[config.mk]
export PLATFORM = sky130hd
export DESIGN_NAME = fpu_share_arbiter
export DESIGN_NICKNAME = d
export VERILOG_FILES = /design/src/rtl/fpu_share_arbiter.sv
export SDC_FILE = /design/constraint.sdc
export NUM_CORES = 1
export LEC_CHECK = 0
export BUFFER_PORTS_ARGS = -buffer_cell sky130_fd_sc_hd__buf_2
export CORE_AREA = 2 2 288 290
export DETAILED_ROUTE_END_ITERATION = 8
export DIE_AREA = 0 0 290 292
export GPL_TIMING_DRIVEN = 0
export HOLD_SLACK_MARGIN = 0.02
export PLACE_DENSITY = 0.3
export SLEW_MARGIN = 20
export SYNTH_ARGS = -nofsm -noshare
export SYNTH_HDL_FRONTEND = slang
export SYNTH_SLANG_ARGS = --single-unit
[constraint.sdc]
create_clock -name clk -period 8.3 [get_ports clk]
set_clock_uncertainty 0.05 [all_clocks]
set_input_delay 0.83 -clock clk [delete_from_list [all_inputs] [get_ports clk]]
set_output_delay 0.83 -clock clk [all_outputs]
set_load 0.02 [all_outputs]
[src/rtl/fpu_share_arbiter.sv]
// Round-robin sharing of one APU-style FPU port among NB_CORES cores, with
// per-core in-flight limits, tag-based result routing and a drain/halt FSM.
module fpu_share_arbiter #(
  parameter  int NB_CORES        = 4,
  parameter  int ID_WIDTH        = 9,
  parameter  int NB_ARGS         = 3,
  parameter  int OPCODE_WIDTH    = 6,
  parameter  int DATA_WIDTH      = 32,
  parameter  int FLAGS_IN_WIDTH  = 15,
  parameter  int FLAGS_OUT_WIDTH = 5,
  parameter  int MAX_OUTST       = 2,
  localparam int IDX_W           = (NB_CORES > 1) ? $clog2(NB_CORES) : 1,
  localparam int TAG_W           = IDX_W + ID_WIDTH
) (
  input  logic                                                 clk,
  input  logic                                                 rst_n,
  input  logic [NB_CORES-1:0]                                  core_req_i,
  output logic [NB_CORES-1:0]                                  core_gnt_o,
  input  logic [NB_CORES-1:0][ID_WIDTH-1:0]                    core_ID_i,
  input  logic [NB_CORES-1:0][NB_ARGS-1:0][DATA_WIDTH-1:0]     core_operands_i,
  input  logic [NB_CORES-1:0][OPCODE_WIDTH-1:0]                core_op_i,
  input  logic [NB_CORES-1:0][FLAGS_IN_WIDTH-1:0]              core_flags_i,
  output logic [NB_CORES-1:0]                                  core_rvalid_o,
  output logic [DATA_WIDTH-1:0]                                core_rdata_o,
  output logic [FLAGS_OUT_WIDTH-1:0]                           core_rflags_o,
  output logic [ID_WIDTH-1:0]                                  core_rID_o,
  output logic                                                 fpu_req_o,
  input  logic                                                 fpu_gnt_i,
  output logic [TAG_W-1:0]                                     fpu_ID_o,
  output logic [NB_ARGS-1:0][DATA_WIDTH-1:0]                   fpu_operands_o,
  output logic [OPCODE_WIDTH-1:0]                              fpu_op_o,
  output logic [FLAGS_IN_WIDTH-1:0]                            fpu_flags_o,
  input  logic                                                 fpu_rvalid_i,
  input  logic [DATA_WIDTH-1:0]                                fpu_rdata_i,
  input  logic [FLAGS_OUT_WIDTH-1:0]                           fpu_rflags_i,
  input  logic [TAG_W-1:0]                                     fpu_rID_i,
  input  logic                                                 drain_i,
  output logic                                                 halted_o,
  output logic                                                 busy_o,
  output logic                                                 err_o
);

  localparam int CNT_W = $clog2(MAX_OUTST + 1);

  localparam logic [1:0] S_RUN    = 2'd0;
  localparam logic [1:0] S_DRAIN  = 2'd1;
  localparam logic [1:0] S_HALTED = 2'd2;

  logic [CNT_W-1:0]           r_cnt [NB_CORES];
  logic [IDX_W-1:0]           r_rr;
  logic [1:0]                 r_state;
  logic                       r_halted;
  logic                       r_err;
  logic [NB_CORES-1:0]        r_rvalid;
  logic [DATA_WIDTH-1:0]      r_rdata;
  logic [FLAGS_OUT_WIDTH-1:0] r_rflags;
  logic [ID_WIDTH-1:0]        r_rid;

  logic [NB_CORES-1:0]        w_elig;
  logic [NB_CORES-1:0]        w_gnt;
  logic [NB_CORES-1:0]        w_hit;
  logic [NB_CORES-1:0]        w_dec;
  logic [IDX_W-1:0]           w_winner;
  logic [IDX_W-1:0]           w_rr_nxt;
  logic [IDX_W-1:0]           w_ridx;
  logic                       w_found;
  logic                       w_accept;
  logic                       w_busy;
  logic                       w_zero_hit;
  logic                       w_bad_idx;
  logic [1:0]                 w_state_nxt;

  // Drain request blocks eligibility in the very cycle it is raised.
  always_comb begin
    w_busy = 1'b0;
    for (int i = 0; i < NB_CORES; i++) begin
      w_elig[i] = core_req_i[i] && (r_cnt[i] < CNT_W'(MAX_OUTST)) &&
                  (r_state == S_RUN) && !drain_i;
      w_busy    = w_busy | (r_cnt[i] != '0);
    end
  end

  always_comb begin
    int j;
    j        = 0;
    w_winner = '0;
    w_found  = 1'b0;
    for (int k = 0; k < NB_CORES; k++) begin
      j = int'(r_rr) + k;
      if (j >= NB_CORES) j = j - NB_CORES;
      if (!w_found && w_elig[j]) begin
        w_found  = 1'b1;
        w_winner = IDX_W'(j);
      end
    end
  end

  assign fpu_req_o = |w_elig;
  assign w_accept  = fpu_req_o & fpu_gnt_i;
  assign w_rr_nxt  = (int'(w_winner) == NB_CORES - 1) ? '0 : w_winner + IDX_W'(1);

  always_comb begin
    fpu_operands_o = core_operands_i[0];
    fpu_op_o       = core_op_i[0];
    fpu_flags_o    = core_flags_i[0];
    fpu_ID_o       = {IDX_W'(0), core_ID_i[0]};
    for (int i = 0; i < NB_CORES; i++) begin
      w_gnt[i] = w_accept && (w_winner == IDX_W'(i));
      if (w_winner == IDX_W'(i)) begin
        fpu_operands_o = core_operands_i[i];
        fpu_op_o       = core_op_i[i];
        fpu_flags_o    = core_flags_i[i];
        fpu_ID_o       = {IDX_W'(i), core_ID_i[i]};
      end
    end
  end

  assign core_gnt_o = w_gnt;
  assign w_ridx     = fpu_rID_i[TAG_W-1 -: IDX_W];

  // A tag index matching no core leaves w_hit empty, so the result is dropped.
  always_comb begin
    w_zero_hit = 1'b0;
    for (int i = 0; i < NB_CORES; i++) begin
      w_hit[i]   = fpu_rvalid_i && (w_ridx == IDX_W'(i));
      w_dec[i]   = w_hit[i] && (r_cnt[i] != '0);
      w_zero_hit = w_zero_hit | (w_hit[i] && (r_cnt[i] == '0));
    end
  end

  assign w_bad_idx = fpu_rvalid_i && (w_hit == '0);

  always_comb begin
    w_state_nxt = r_state;
    case (r_state)
      S_RUN:    if (drain_i) w_state_nxt = S_DRAIN;
      S_DRAIN:  if (!drain_i) w_state_nxt = S_RUN;
                else if (!w_busy && !fpu_rvalid_i) w_state_nxt = S_HALTED;
      S_HALTED: if (!drain_i) w_state_nxt = S_RUN;
      default:  w_state_nxt = S_RUN;
    endcase
  end

  always_ff @(posedge clk) begin
    if (!rst_n) begin
      r_rr     <= '0;
      r_state  <= S_RUN;
      r_halted <= 1'b0;
      r_err    <= 1'b0;
      r_rvalid <= '0;
      r_rdata  <= '0;
      r_rflags <= '0;
      r_rid    <= '0;
      for (int i = 0; i < NB_CORES; i++) r_cnt[i] <= '0;
    end else begin
      if (w_accept) r_rr <= w_rr_nxt;
      r_state  <= w_state_nxt;
      r_halted <= (w_state_nxt == S_HALTED);
      r_err    <= r_err | w_bad_idx | w_zero_hit;
      r_rvalid <= w_hit;
      if (|w_hit) begin
        r_rdata  <= fpu_rdata_i;
        r_rflags <= fpu_rflags_i;
        r_rid    <= fpu_rID_i[ID_WIDTH-1:0];
      end
      for (int i = 0; i < NB_CORES; i++) begin
        case ({w_gnt[i], w_dec[i]})
          2'b10:   r_cnt[i] <= r_cnt[i] + CNT_W'(1);
          2'b01:   r_cnt[i] <= r_cnt[i] - CNT_W'(1);
          default: r_cnt[i] <= r_cnt[i];
        endcase
      end
    end
  end

  assign core_rvalid_o = r_rvalid;
  assign core_rdata_o  = r_rdata;
  assign core_rflags_o = r_rflags;
  assign core_rID_o    = r_rid;
  assign halted_o      = r_halted;
  assign busy_o        = w_busy;
  assign err_o         = r_err;

endmodule

Word level (Yosys, flattened, before mapping)
Memory sizes are Yosys's and may differ from the RTL's.
Cells that the tools add are included.
- flip-flop bits (word level): 56
- RAM bits: 8
- bits of input ports: 561
- output and inout port bits: 186
- word-level logic and storage cells: 223
- memories: 1
- $add $sub $neg: 16
- $lt $le $gt $ge: 12
- equality and inequality tests: 18
- mux-type cells: 90
- bitwise operators: 21
- reduce and logical (&&, ||, !) cells: 57
- memories (name ; depth ; bits a word ; read ports ; clocked after memory_dff ; wr ports ; RTL line ; text):
    r_cnt ; 4 ; 2 ; 4 ; 0 ; 4 ; 49 ; logic [CNT_W-1:0] r_cnt [NB_CORES];
- operators with widths (operator ; count):
    $mux 96 ; 3
    $lt 32x4->1 const B ; 4
    $mux 32 ; 4
    $mux 1 ; 48
    $mux 15 ; 3
    $mux 2 ; 21
    $logic_and 1x1->1 ; 33
    $mux 11 ; 2
    $eq 2x2->1 const B ; 10
    $or 1x1->1 ; 20
    $mux 6 ; 3
    $eq 2x1->1 const B ; 8
    $logic_not 2->1 ; 7
    $sub 3x3->4 const B ; 3
    $add 2x1->2 const B ; 5
    $mux 10 ; 1
    $ge 3x3->1 const B ; 3
    $bmux 1 s2 ; 4
    $lt 2x2->1 const B ; 4
    $reduce_bool 2->1 ; 4
    $reduce_or 2->1 ; 4
    $reduce_or 4->1 ; 2
    $sub 2x1->2 const B ; 4
    $add 2x2->3 const B ; 2
    other kinds (7) ; 12

Longest topological paths before layout
An unclocked memory read counts as a cell.
- word-level depth: 27
- depth in mapped cells: 15
- mapped depth without buffers: 12

Worst setup path after synthesis
OpenSTA, ideal clock, no wires.
- path kind: input-to-output
- start point: input drain_i
- end point: output fpu_operands_o[86] (netlist bit)
- data arrival time: 3.076 ns
- data required time: 7.420 ns
- setup slack: 4.344 ns
- cell stages on the path: 9
- path buffers: 2
- cells stage by stage: or3_2 > a211oi_1 > ha_1 > buf_2 > buf_4 > mux2i_1 > nor2_1 > a21oi_1 > o21ai_0
- RTL lines (item ; RTL line ; text):
    start: declaration ; 37 ; input logic drain_i,
    end: declaration ; 30 ; output logic [NB_ARGS-1:0][DATA_WIDTH-1:0] fpu_operands_o,

==> impl_metrics.json <==
{
  "die_w_um": 290,
  "clock_sinks": 64,
  "synth_area_um2": 6570,
  "cts_buffers": 9,
  "top_layer": "met5",
  "synth-xor-area-share_pct": 0.400,
  "power_switching_share_pct": 44.6,
  "routed_wl_mm": 59.2,
  "grt_setup_unrepaired": "false",
  "track_usage_pct": 13.3,
  "reg2reg_to": "r_cnt[3][0]$_DFFE_PP_",
  "h-tree-depth": 3,
  "port_buffers": 745,
  "power_density_nw_per_um2": 124,
  "synth_top_family_by_area": "multiplexers",
  "timing.final.crit_share_pct": 64.9,
  "grt_max_degree": 13,
  "grt_pass1_vias": 10500,
  "ant_nets": 0,
  "die_h_um": 292,
  "hold_path.class": "flip-flop to flip-flop",
  "path_cells": "buf_2 > or3_2 > a211oi_1 > ha_1 > buf_2 > buf_2 > mux2i_1 > nor2_1 > a21oi_1 > o21ai_0 > buf_2",
  "p_int_w": 0.000819,
  "cp_top_family": "buffers and inverters",
  "ys_types": 37,
  "syn_to_final_growth_pct": 81.6,
  "wl_met3_mm": 5.35,
  "drive_gt1_share_pct": 45.5,
  "synthMuxAreaShare_pct": 26.4,
  "antenna_found_initial": 12,
  "slowest_stage": "a211oi_1",
  "status": "completed",
  "drv_cap": 0,
  "yosysWarnings": 0,
  "final_net_count": 2318,
  "p_sw_w": 0.000660,
  "fillCellCount": 9630,
  "hold_viol": 0,
  "cpPeakStageDelay_ps": 540,
  "reg2regPathDepth": 12,
  "post_cts_resized": 0,
  "cp_max_fo": 10,
  "gp_congestion": 0.932,
  "clockBufferDepth": 2,
  "dp_hpwl_mm": 52.2,
  "synth_nets": 1562,
  "wl_per_cell_um": 21.0,
  "clkLatencyLatePin_ps": 350,
  "total_power_w": 0.00148,
  "pwr-share-clk_pct": 25.1,
  "yosysSeqAreaShare_pct": 20.7,
  "relSlewSlack_pct": 33.4,
  "start_util_pct": 8.05,
  "path_buf_inv": 4,
  "finalSetupTns_ps": 0,
  "irDropWorstVdd_uv": 152,
  "synth_cells": 988,
  "post_cts_buffers": 0,
  "path_common_cell": "buf_2",
  "critical_path_depth": 11,
  "crit_required_ps": 7420,
  "num_io_pins": 747,
  "core_region_area_um2": 81600,
  "syn_area_per_cell_um2": 6.64,
  "seq_power_share_pct": 23.3,
  "holdPathStages": 2,
  "arrival_ps": 4500,
  "critPathCaptureType": "primary output",
  "startpoint_type": "primary input",
  "clockRootBuffer": "clkbuf_16",
  "drt_iter0_markers": 494,
  "cts_tree": "built",
  "setup_viol": 0,
  "report.final.slew_viol_count": 0,
  "grt_pass1_wl_mm": 80.0,
  "rows": 105,
  "reg2reg_from": "r_cnt[2][1]$_SDFFCE_PN0P_",
  "grt_overflow_total": 0,
  "vias_per_cell": 3.59,
  "ff2ff_setup_slack_ps": 3780,
  "route.detailed.drc": 0,
  "yosys.area_share.simple_pct": 22.5,
  "synth_compound_area_share_pct": 21.6,
  "tightest_slew_ps": 999,
  "cts.clk_slew.worst_paths_ps": 60,
  "fmax_mhz": 186,
  "critical_path.startpoint": "drain_i",
  "p_leak_nw": 5.60,
  "wl_met1_mm": 24.4,
  "wl_met2_mm": 28.2,
  "firstDrtPassIters": 5,
  "worstSetupPathType": "primary input to primary output",
  "cp-endpoint": "fpu_operands_o[6]",
  "combPwrFrac_pct": 51.6,
  "ys_ff_latch": 64,
  "synthAdderAreaFrac_pct": 2.48,
  "dr_total_vias": 10100,
  "cts_hold_buf": 0,
  "die-area_um2": 84700,
  "layout_min_cycle_time_ps": 5380
}
-- layout by cell type (no fill, tap or decap), types with 3 or more instances in the layout --
master / Yosys / final
edfxtp_1: 8 / 8
diode_2: 0 / 4
a21oi_1: 135 / 135
inv_1: 12 / 12
buf_2: 21 / 766
mux2i_1: 173 / 173
dfxtp_1: 56 / 56
ha_1: 13 / 13
xnor2_1: 3 / 3
buf_1: 17 / 17
nor3_1: 16 / 16
o21ai_0: 131 / 131
nand2_1: 133 / 133
or2_2: 5 / 5
nor2_1: 192 / 192
clkbuf_1: 42 / 41
nand3b_1: 3 / 3
clkbuf_16: 0 / 9
nand2b_1: 5 / 5
-- worst min-delay path, stage by stage (launching register included) --
cell and delay (ps):
dfxtp_1 320, mux2i_1 60, nor2_1 70
-- area by class of cell --
type | count | area, um2 | share of cell area, %
Antenna cell | 4 | 10.0 | 0.0839
Buffer | 82 | 343 | 2.88
Clock buffer | 10 | 239 | 2.00
Clock inverter | 6 | 41.3 | 0.346
Inverter | 13 | 48.8 | 0.409
Multi-Input combinational cell | 829 | 4810 | 40.4
Sequential cell | 64 | 1360 | 11.4
Tap cell | 1070 | 1340 | 11.2
Timing Repair Buffer | 745 | 3730 | 31.3
-- cells by family after synthesis --
family / count (synthesis)
xor gates and xnor gates: 3
adders and majority gates: 13
AOI/OAI and AO/OA: 274
muxes: 173
buffers and inverters: 95
DFF: 64
and+or+nand+nor: 366
-- stage by stage --
stage / hold slack (ps) / setup WS [ps] / instances / instance area, um2 / utilization [%]
floorplan: 407 / 4340 / 988 / 6570 / -
global placement: 420 / 2760 / 2803 / 11600 / 14.3
detailed placement: 425 / 2610 / 2803 / 11600 / 14.3
CTS: 441 / 2610 / 2819 / 11900 / 14.6
global route: 467 / 2540 / 2820 / 11900 / 14.6
finish: 435 / 2920 / 2823 / 11900 / 14.6
-- worst min path at each step --
stage / start / to / slack, ps
floorplan: r_state[1]$_SDFF_PN0_ / r_state[0]$_SDFF_PN0_ / 410
global placement: core_rdata_o[26]$_SDFFE_PN0P_ / core_rdata_o[26]$_SDFFE_PN0P_ / 420
detailed placement: core_rdata_o[9]$_SDFFE_PN0P_ / core_rdata_o[9]$_SDFFE_PN0P_ / 420
CTS: core_rdata_o[9]$_SDFFE_PN0P_ / core_rdata_o[9]$_SDFFE_PN0P_ / 440
global route: core_rdata_o[31]$_SDFFE_PN0P_ / core_rdata_o[31]$_SDFFE_PN0P_ / 470
finish: core_rdata_o[9]$_SDFFE_PN0P_ / core_rdata_o[9]$_SDFFE_PN0P_ / 440
-- power by group through the flow --
stage / Clock, W / Sequential (W) / Combinational, W
finish: 0.000371 / 0.000344 / 0.000764
global route: 0.000404 / 0.000347 / 0.000831
floorplan: 0 / 0.000367 / 0.000347
global placement: 0 / 0.000351 / 0.000777
detailed placement: 0 / 0.000351 / 0.000778
CTS: 0.000392 / 0.000345 / 0.000782
-- flip-flops by register name, indices dropped and copies added, names as in the netlist, 2 cells and up --
| signal | cells |
|---|---|
| core_rID_o | 9 |
| core_rdata_o | 32 |
| core_rflags_o | 5 |
| core_rvalid_o | 4 |
| r_cnt | 8 |
| r_rr | 2 |
| r_state | 2 |
-- routing by layer --
layer	track usage (%)	vias to the layer above
li1	-	4923
met1	15.9	4649
met2	22.8	503
met3	4.57	52
met4	2.96	12
met5	0	-
-- synthesized netlist by cell type (all sizes together) --
library cell	number	share of area (%)
nor2	192	11
mux2i	173	26
a21oi	135	10
nand2	133	7.6
o21ai	131	10
dfxtp	56	17
clkbuf	42	2.4
buf	40	2.8
nor3	16	1.2
ha	13	2.5
inv	13	0.74
edfxtp	8	3.7
nand2b	5	0.48
or2	5	0.48
nand3b	3	0.34
or3	3	0.30
xnor2	3	0.40
nor2b	2	0.19
or4b	2	0.36
a211oi	1	0.11
a21boi	1	0.11
a31oi	1	0.095
a41oi	1	0.42
nand3	1	0.076
nand4	1	0.095
nor3b	1	0.11
o211ai	1	0.11
o21a	1	0.11
o221ai	1	0.13
o41a	1	0.17
or2b	1	0.13
or3b	1	0.13
(Power assumes the default switching activity.)
